<file path="config.mk">
export PLATFORM = sky130hd
export DESIGN_NAME = keypad_digit_receiver_flat
export DESIGN_NICKNAME = d
export VERILOG_FILES = /design/src/rtl/keypad_digit_if.sv /design/src/rtl/keypad_digit_receiver.sv /design/src/flat_wrapper.sv
export SDC_FILE = /design/constraint.sdc
export NUM_CORES = 1
export LEC_CHECK = 0
export ABC_CLOCK_PERIOD_IN_PS = 1400
export BUFFER_PORTS_ARGS = -buffer_cell sky130_fd_sc_hd__buf_2
export CELL_PAD_IN_SITES_DETAIL_PLACEMENT = 1
export CELL_PAD_IN_SITES_GLOBAL_PLACEMENT = 1
export CORE_ASPECT_RATIO = 2
export CORE_MARGIN = 2
export CORE_UTILIZATION = 35
export CTS_BUF_LIST = sky130_fd_sc_hd__clkbuf_4 sky130_fd_sc_hd__clkbuf_8
export DETAILED_ROUTE_END_ITERATION = 12
export GPL_ROUTABILITY_DRIVEN = 0
export PLACE_DENSITY = 0.69
export SYNTH_ARGS = -nofsm -noshare
export SYNTH_HDL_FRONTEND = slang
export SYNTH_SLANG_ARGS = --single-unit
</file>
<file path="constraint.sdc">
create_clock -name clk -period 1.4 [get_ports clk]
set_input_delay 0.21 -clock clk [delete_from_list [all_inputs] [get_ports clk]]
set_output_delay 0.21 -clock clk [all_outputs]
set_load 0.05 [all_outputs]
</file>
<file path="src/rtl/keypad_digit_if.sv">
// Keypad digit entry bundle: encoded key inputs and control in, BCD time entry out.
// Latency: none, signal grouping only.
// Backpressure: none; the receiver samples key inputs every cycle.
// Ports (via modports):
//   key_code[3:0], key_n, entry_en, clear       driven by the keypad/control side
//   timer_bcd[15:0], digit_count[2:0],
//   digit_strobe, key_held                      driven by the receiver
interface keypad_digit_if;
    logic [3:0]  key_code;
    logic        key_n;
    logic        entry_en;
    logic        clear;
    logic [15:0] timer_bcd;
    logic [2:0]  digit_count;
    logic        digit_strobe;
    logic        key_held;

    modport master (
        output key_code, key_n, entry_en, clear,
        input  timer_bcd, digit_count, digit_strobe, key_held
    );

    modport slave (
        input  key_code, key_n, entry_en, clear,
        output timer_bcd, digit_count, digit_strobe, key_held
    );
endinterface

</file>
<file path="src/rtl/keypad_digit_receiver.sv">
// Synchronizes and debounces an encoded keypad press and shifts each accepted BCD digit into an MM:SS entry.
// Latency: key_n low before edge 1 -> digit_strobe high after edge DEBOUNCE_CYCLES+3; entry updates one edge later.
// Backpressure: none; presses are ignored while entry_en=0 and a held key never repeats.
// Ports:
//   clk, rst  rising-edge clock, synchronous active-high reset
//   kp        keypad_digit_if.slave: key_code/key_n/entry_en/clear in,
//             timer_bcd/digit_count/digit_strobe/key_held out
module keypad_digit_receiver #(
    parameter int DEBOUNCE_CYCLES = 16
) (
    input  logic           clk,
    input  logic           rst,
    keypad_digit_if.slave  kp
);
    localparam int               CW      = $clog2(DEBOUNCE_CYCLES + 1);
    localparam logic [CW-1:0]    CNT_MAX = CW'(DEBOUNCE_CYCLES);

    typedef enum logic [2:0] {
        IDLE,
        PRESS_DB,
        ACCEPT,
        HELD,
        REL_DB
    } state_t;

    state_t         state, state_nxt;
    logic [CW-1:0]  cnt, cnt_nxt;

    logic           key_n_m, key_n_s;
    logic [3:0]     code_m, code_s;
    logic [15:0]    timer_q;
    logic [2:0]     count_q;

    // Two-flop synchronizers; key_n idles high so reset leaves "no key".
    always_ff @(posedge clk) begin
        if (rst) begin
            key_n_m <= 1'b1;
            key_n_s <= 1'b1;
            code_m  <= 4'd0;
            code_s  <= 4'd0;
        end else begin
            key_n_m <= kp.key_n;
            key_n_s <= key_n_m;
            code_m  <= kp.key_code;
            code_s  <= code_m;
        end
    end

    always_ff @(posedge clk) begin
        if (rst) begin
            state <= IDLE;
            cnt   <= '0;
        end else begin
            state <= state_nxt;
            cnt   <= cnt_nxt;
        end
    end

    always_comb begin
        state_nxt = state;
        cnt_nxt   = cnt;
        case (state)
            IDLE: begin
                if (!key_n_s && kp.entry_en) begin
                    state_nxt = PRESS_DB;
                    cnt_nxt   = CW'(1);
                end
            end
            PRESS_DB: begin
                // Dropping entry_en mid-debounce abandons the press entirely.
                if (key_n_s || !kp.entry_en) begin
                    state_nxt = IDLE;
                    cnt_nxt   = '0;
                end else if (cnt == CNT_MAX) begin
                    state_nxt = ACCEPT;
                    cnt_nxt   = '0;
                end else begin
                    cnt_nxt = cnt + CW'(1);
                end
            end
            ACCEPT: begin
                state_nxt = HELD;
            end
            HELD: begin
                // Key changes while held are ignored; only a release matters.
                if (key_n_s) begin
                    state_nxt = REL_DB;
                    cnt_nxt   = CW'(1);
                end
            end
            REL_DB: begin
                if (!key_n_s) begin
                    state_nxt = HELD;
                    cnt_nxt   = '0;
                end else if (cnt == CNT_MAX) begin
                    state_nxt = IDLE;
                    cnt_nxt   = '0;
                end else begin
                    cnt_nxt = cnt + CW'(1);
                end
            end
            default: begin
                state_nxt = IDLE;
                cnt_nxt   = '0;
            end
        endcase
    end

    // Entry register: clear outranks a coincident accept. Non-BCD codes
    // (A..F) still strobe but leave the entry untouched.
    always_ff @(posedge clk) begin
        if (rst) begin
            timer_q <= 16'd0;
            count_q <= 3'd0;
        end else if (kp.clear) begin
            timer_q <= 16'd0;
            count_q <= 3'd0;
        end else if (state == ACCEPT && code_s <= 4'd9) begin
            timer_q <= {timer_q[11:0], code_s};
            if (count_q != 3'd4) begin
                count_q <= count_q + 3'd1;
            end
        end
    end

    assign kp.timer_bcd    = timer_q;
    assign kp.digit_count  = count_q;
    assign kp.digit_strobe = (state == ACCEPT);
    assign kp.key_held     = (state == HELD) || (state == REL_DB);
endmodule

</file>
<file path="src/flat_wrapper.sv">
// flat-port wrapper written by rule: the top's interface ports become plain ports
module keypad_digit_receiver_flat 
#(
    parameter int DEBOUNCE_CYCLES = 16
)
  (clk, rst, kp_key_code, kp_key_n, kp_entry_en, kp_clear, kp_timer_bcd, kp_digit_count, kp_digit_strobe, kp_key_held);
  keypad_digit_if kp_i ();
  input  logic clk;
  input  logic rst;
  input wire logic [$bits(kp_i.key_code)-1:0] kp_key_code;
  input wire logic [$bits(kp_i.key_n)-1:0] kp_key_n;
  input wire logic [$bits(kp_i.entry_en)-1:0] kp_entry_en;
  input wire logic [$bits(kp_i.clear)-1:0] kp_clear;
  output wire logic [$bits(kp_i.timer_bcd)-1:0] kp_timer_bcd;
  output wire logic [$bits(kp_i.digit_count)-1:0] kp_digit_count;
  output wire logic [$bits(kp_i.digit_strobe)-1:0] kp_digit_strobe;
  output wire logic [$bits(kp_i.key_held)-1:0] kp_key_held;
  assign kp_i.key_code = kp_key_code;
  assign kp_i.key_n = kp_key_n;
  assign kp_i.entry_en = kp_entry_en;
  assign kp_i.clear = kp_clear;
  assign kp_timer_bcd = kp_i.timer_bcd;
  assign kp_digit_count = kp_i.digit_count;
  assign kp_digit_strobe = kp_i.digit_strobe;
  assign kp_key_held = kp_i.key_held;
  keypad_digit_receiver #(.DEBOUNCE_CYCLES(DEBOUNCE_CYCLES)) u_core (.clk(clk), .rst(rst), .kp(kp_i));
endmodule
</file>
# After elaboration in Yosys (flattened, before gate mapping)
# Cells that the tools add are included.
# totals
regBits	37
output_inout_bits	21
wordCells	46
# classes
addsub	2
order_cmp	1
eq_ne	10
muxes	13
n_bitwise	1
reduce_logical	11
# op_table
cell	count
2-to-1 mux 5 bit	5
one-hot mux 5 bit (5 select lines)	1
2-to-1 mux 3 bit	6
one-hot mux 3 bit (5 select lines)	1
== test 3 x 2 -> 1 bit, second input constant	2
!= test 3 bit, second input constant	2
adder 5 x 1 -> 5 bit, second input constant	1
== test 5 bit, second input constant	1
<= comparator 4 bit, second input constant	1
!= test 2 x 1 -> 1 bit, second input constant	2
AND reduction 4 bit	1
adder 3 x 1 -> 3 bit, second input constant	1
== test 3 x 1 -> 1 bit, second input constant	1
== test 3 bit, second input constant	1
logical NOT 3 bit	1
!= test 3 x 1 -> 1 bit, second input constant	1
AND reduction 3 bit	1
logical AND 1 bit	2
logical NOT 1 bit	2
logical OR 1 bit	2
AND reduction 2 bit	1
OR reduction 2 bit	1
inverter 1 bit	1

# Logic depth before layout (Yosys ltp)
# logic_depth
ltp_word	4
mapped_depth	6

# Worst setup path before layout
# Ideal clock, no wire load.
# synth_timing
kind	register to output
start	register u_core.state[0]
end	output port kp_key_held
arrival_ns	1.670
required_time_ns	1.190
setup_slack_ns	-0.480
path_stages_with_launch	4
n_path_buf	1
cell_sequence	dfxtp_1 > buf_2 > nand2_1 > o21ai_0
# synth_between
elab_chain_len	2
elab_cells_between_ends	3
# synth_lines
item	line_no	text
from (decl)	keypad_digit_receiver.sv:26	state_t state, state_nxt;
from (signal assigned)	keypad_digit_receiver.sv:54	state <= state_nxt;
== test 3 x 2 -> 1 bit / == test 3 bit (equally long branches)	keypad_digit_receiver.sv:129	assign kp.key_held = (state == HELD) || (state == REL_DB);
logical OR 1 bit *	keypad_digit_receiver.sv:129	
to (decl)	flat_wrapper.sv:17	output wire logic [$bits(kp_i.key_held)-1:0] kp_key_held;
# Mark *: on every way between the ends. The rest lies on a longest branch, timed or not.

# Final worst setup path
# layout_timing
start	register u_core.cnt[0]
end	register u_core.cnt[3]
# layout_between
elab_chain_len	4
elab_cells_between_ends	6
# layout_lines
item	line_no	text
from (decl)	keypad_digit_receiver.sv:27	logic [CW-1:0] cnt, cnt_nxt;
from (signal assigned)	keypad_digit_receiver.sv:55	cnt <= cnt_nxt;
adder 5 x 1 -> 5 bit / == test 5 bit (equally long branches)	-	
2-to-1 mux 5 bit *	keypad_digit_receiver.sv:74, keypad_digit_receiver.sv:95	
2-to-1 mux 5 bit, on equally long branches	keypad_digit_receiver.sv:92, keypad_digit_receiver.sv:71	
one-hot mux 5 bit (5 select lines) *	keypad_digit_receiver.sv:62	case (state)
# Marks and branches as above.
# A chain may end at the register's enable or synchronous reset.

==> flow_summary_export.csv <==
group,metric,value,unit
status,status,"finished, violations left",
status,violations,"setup timing",
clocking,h-tree-depth,2,
logic_synthesis,synth_seq_area_share,46.5,%
cells_and_area,synthToLayoutAreaGrowth,44.0,%
hold_path,min_from,"kp_key_n",
critical_path,path_class,"reg2reg",
hold_path,min_to,"u_core.key_n_m$_SDFF_PP1_",
clocking,clockBufferDepth,2,
sta,fin_crit_sh,105,%
power_and_ir_drop,p_switching,0.000524,W
critical_path,path_max_fanout,4,
sta,fmax,0.683,GHz
critical_path,cp_slowest_cell,"dfxtp_2",
critical_path,cp.buffers_inverters,2,
cells_and_area,ff_latch_area,758,µm²
power_and_ir_drop,p_leak,0.901,nW
die,die_area,5140,µm²
clocking,clk_pin_slew,0.07,ns
cells_and_area,final_util,52.4,%
job,cap_viol_max_count,0,
cells_and_area,fin_nets,251,
power_and_ir_drop,p_comb_share,10.8,%
critical_path,critical_path_arrival,1.68,ns
logic_synthesis,synth_most_common_cell,"dfxtp_1",
logic_synthesis,synth_area,1590,µm²
sta,finalCriticalPeriod,1.46,ns
power_and_ir_drop,power.share.clock,41.9,%
logic_synthesis,synth_fp_nets,199,
sta,fin_skew,0.00687,ns
cells_and_area,fill_cells,542,
cells_and_area,drive_gt1_share,43.5,%
detailed_routing,highest_layer,"met4",
logic_synthesis,yosys.area.top_type,"dfxtp_1",
critical_path,endpoint_kind,"flop",
sta,setup_viol,7,
power_and_ir_drop,intPower,0.00179,W
die,die_w,51.7,µm
global_route,grt_max_degree,20,
place,port-buffer-count,29,
logic_synthesis,synth_cell_types,34,
die,num_rows,34,
place,dp_hpwl,3.20,mm
power_and_ir_drop,finalPower,0.00231,W
die,ioPinCount,30,
sta,worst_pin_slew,0.513,ns
logic_synthesis,synthArstFlopShare,0,%
critical_path,cp.required,1.61,ns
logic_synthesis,yosysTopAreaCellShare,46.5,%
global_route,grt_pass1_wl,7.55,mm
critical_path,reg2reg_setup_slack,-0.06,ns
sta,rsz0062_at_grt,"yes",
sta,hold_viol,0,
critical_path,max_stage_delay,0.34,ns
power_and_ir_drop,switching_share,22.7,%
logic_synthesis,synth_warnings,0,
logic_synthesis,syn_inst,186,
sta,worst_slack,-0.0643,ns
cells_and_area,multi_input_area,931,µm²
detailed_routing,drtIter0Drc,12,
detailed_routing,wl_per_cell,16.1,µm
critical_path,r2r_start,"u_core.cnt[0]$_SDFFE_PP0P_",
critical_path,start_kind,"flop",
critical_path,path_cells,"inv_2 > ha_4 > and4bb_2 > a211oi_4 > buf_6 > nand3_2 > a31oi_1",
clocking,insertion_delay,0.29,ns
detailed_routing,final_antenna_net_count,0,
power_and_ir_drop,p_seq_share,47.2,%
detailed_routing,wl,4.71,mm
sta,slew_headroom,65.8,%
sta,maxSlewViolCount,0,
clocking,cts_root_buf,"clkbuf_8",
logic_synthesis,synth_commonest_cells,"dfxtp_1 (37), nand2_1 (30), a21oi_1 (21)",
die,initial_core_util,36.4,%
critical_path,r2r-end,"u_core.cnt[3]$_SDFFE_PP0P_",
detailed_routing,firstDrtPassIters,4,
critical_path,rr_worst_depth,7,
detailed_routing,via_per_inst,5.18,
clocking,cts.sinks,37,
global_route,grt_use_total,19.5,%
logic_synthesis,ys.flop_type,"dfxtp_1",
detailed_routing,wl_met3,131,µm
logic_synthesis,synth_edf_count,0,
cells_and_area,antenna-diode-count,0,
clocking,cts_tree,"built",
detailed_routing,routed-via-count,1519,
detailed_routing,m1WireLength,1.51,mm
logic_synthesis,ys_ff_latch,37,
logic_synthesis,yosys-top-cells-area,"dfxtp_1 (46%), nand2_1 (7.1%), a21oi_1 (6.6%)",
critical_path,critPathTopFamily,"compound AO/OA/AOI/OAI gates",
global_route,grt_overflow_total,0,
power_and_ir_drop,power_density,1010,nW/µm²
power_and_ir_drop,ir_drop,0.809,mV
detailed_routing,dr_wl_met2,2.92,mm
hold_path,hp-class,"in2reg",
die,coreArea,4380,µm²
global_route,grt_pass1_vias,1610,
die,die_height,99.4,µm
clocking,hold_buffers,0,
detailed_routing,drc,0,
global_route,antenna_found_initial,0,
logic_synthesis,avgSynthCellArea,8.57,µm²
hold_path,holdPathStages,2,
clocking,numCtsBuffers,5,
flip-flops by register name (all words and copies together), names as in the netlist:
| name | cells |
|---|---|
| u_core.kp.timer_bcd | 16 |
| u_core.cnt | 5 |
| u_core.code_m | 4 |
| u_core.code_s | 4 |
| u_core.kp.digit_count | 3 |
| u_core.state | 3 |
| u_core.key_n_m | 1 |
| u_core.key_n_s | 1 |
metrics by stage:
step | area (µm²) | setup slack [ns] | TNS, ns | std cells | hold WS (ns)
2_1_floorplan | 1600 | 0.00932 | 0 | 186 | 0.314
3_3_place_gp | 1880 | -0.0421 | -0.110 | 274 | 0.400
4_1_cts | 2160 | -0.0507 | -0.199 | 289 | 0.0997
6_report | 2290 | -0.0643 | -0.307 | 293 | 0.109
3_5_place_dp | 1880 | -0.169 | -0.644 | 274 | 0.401
5_1_grt | 2290 | -0.152 | -0.980 | 293 | 0.108
worst max-delay path by stage:
stage	to	start	cells past startpoint	slack (ns)
4_1_cts	u_core.cnt[3]$_SDFFE_PP0P_	u_core.cnt[1]$_SDFFE_PP0P_	7	-0.05
5_1_grt	u_core.cnt[0]$_SDFFE_PP0P_	u_core.state[1]$_SDFFE_PP0P_	6	-0.15
3_3_place_gp	u_core.cnt[3]$_SDFFE_PP0P_	u_core.cnt[0]$_SDFFE_PP0P_	6	-0.04
6_report	u_core.cnt[3]$_SDFFE_PP0P_	u_core.cnt[0]$_SDFFE_PP0P_	7	-0.06
3_5_place_dp	u_core.cnt[3]$_SDFFE_PP0P_	u_core.cnt[0]$_SDFFE_PP0P_	6	-0.17
2_1_floorplan	u_core.cnt[3]$_SDFFE_PP0P_	u_core.cnt[0]$_SDFFE_PP0P_	6	0.009
per-layer routing:
layer,GRT usage (%),vias to the layer above
li1,-,740
met5,0,-
met4,7.29,0
met1,17.1,734
met3,3.60,14
met2,40.1,31
cell usage in the layout (no fill, tap or decap), drive strengths merged, types with 7 or more instances in the layout:
cell type   n
buf        56
nand3      19
o21ai       7
clkbuf      8
nor2        9
a21oi      21
nand2      30
nor2b      11
dfxtp      37
layout make-up:
type                       count  area share, %
inverter                       4          0.654
clock buffer                   7           3.93
multi-input combinational    133           40.6
clock inverter                 1           1.31
tap                           54           2.94
timing repair buffer          57           17.6
sequential                    37           33.0
what timing repair did:
action,in CTS,in global routing
resized for setup,30,22
setup endpoints to repair,8,23
buffers inserted,7,4
pin swaps,8,4
power groups by stage:
| stage | registers, W | logic [W] | clock network, W |
|---|---|---|---|
| 6_report | 0.00109 | 0.000250 | 0.000970 |
| 5_1_grt | 0.00110 | 0.000272 | 0.00106 |
| 4_1_cts | 0.00109 | 0.000214 | 0.00100 |
| 3_5_place_dp | 0.00112 | 0.000184 | 0 |
| 3_3_place_gp | 0.00111 | 0.000176 | 0 |
| 2_1_floorplan | 0.00111 | 0.000118 | 0 |
cells by family (layout without fill, tap and decap cells):
kind of cell,after synthesis,count (layout),synth area share (%)
AO/OA/AOI/OAI,42,42,17.0
XOR/XNOR,1,1,0.550
adder cells (fa/ha/maj),4,4,3.14
buffers and inverters,16,69,4.79
flip-flops,37,37,46.5
multiplexers,1,1,0.628
AND/OR/NAND/NOR,85,85,27.4
Power figures use the tool's default switching activity.
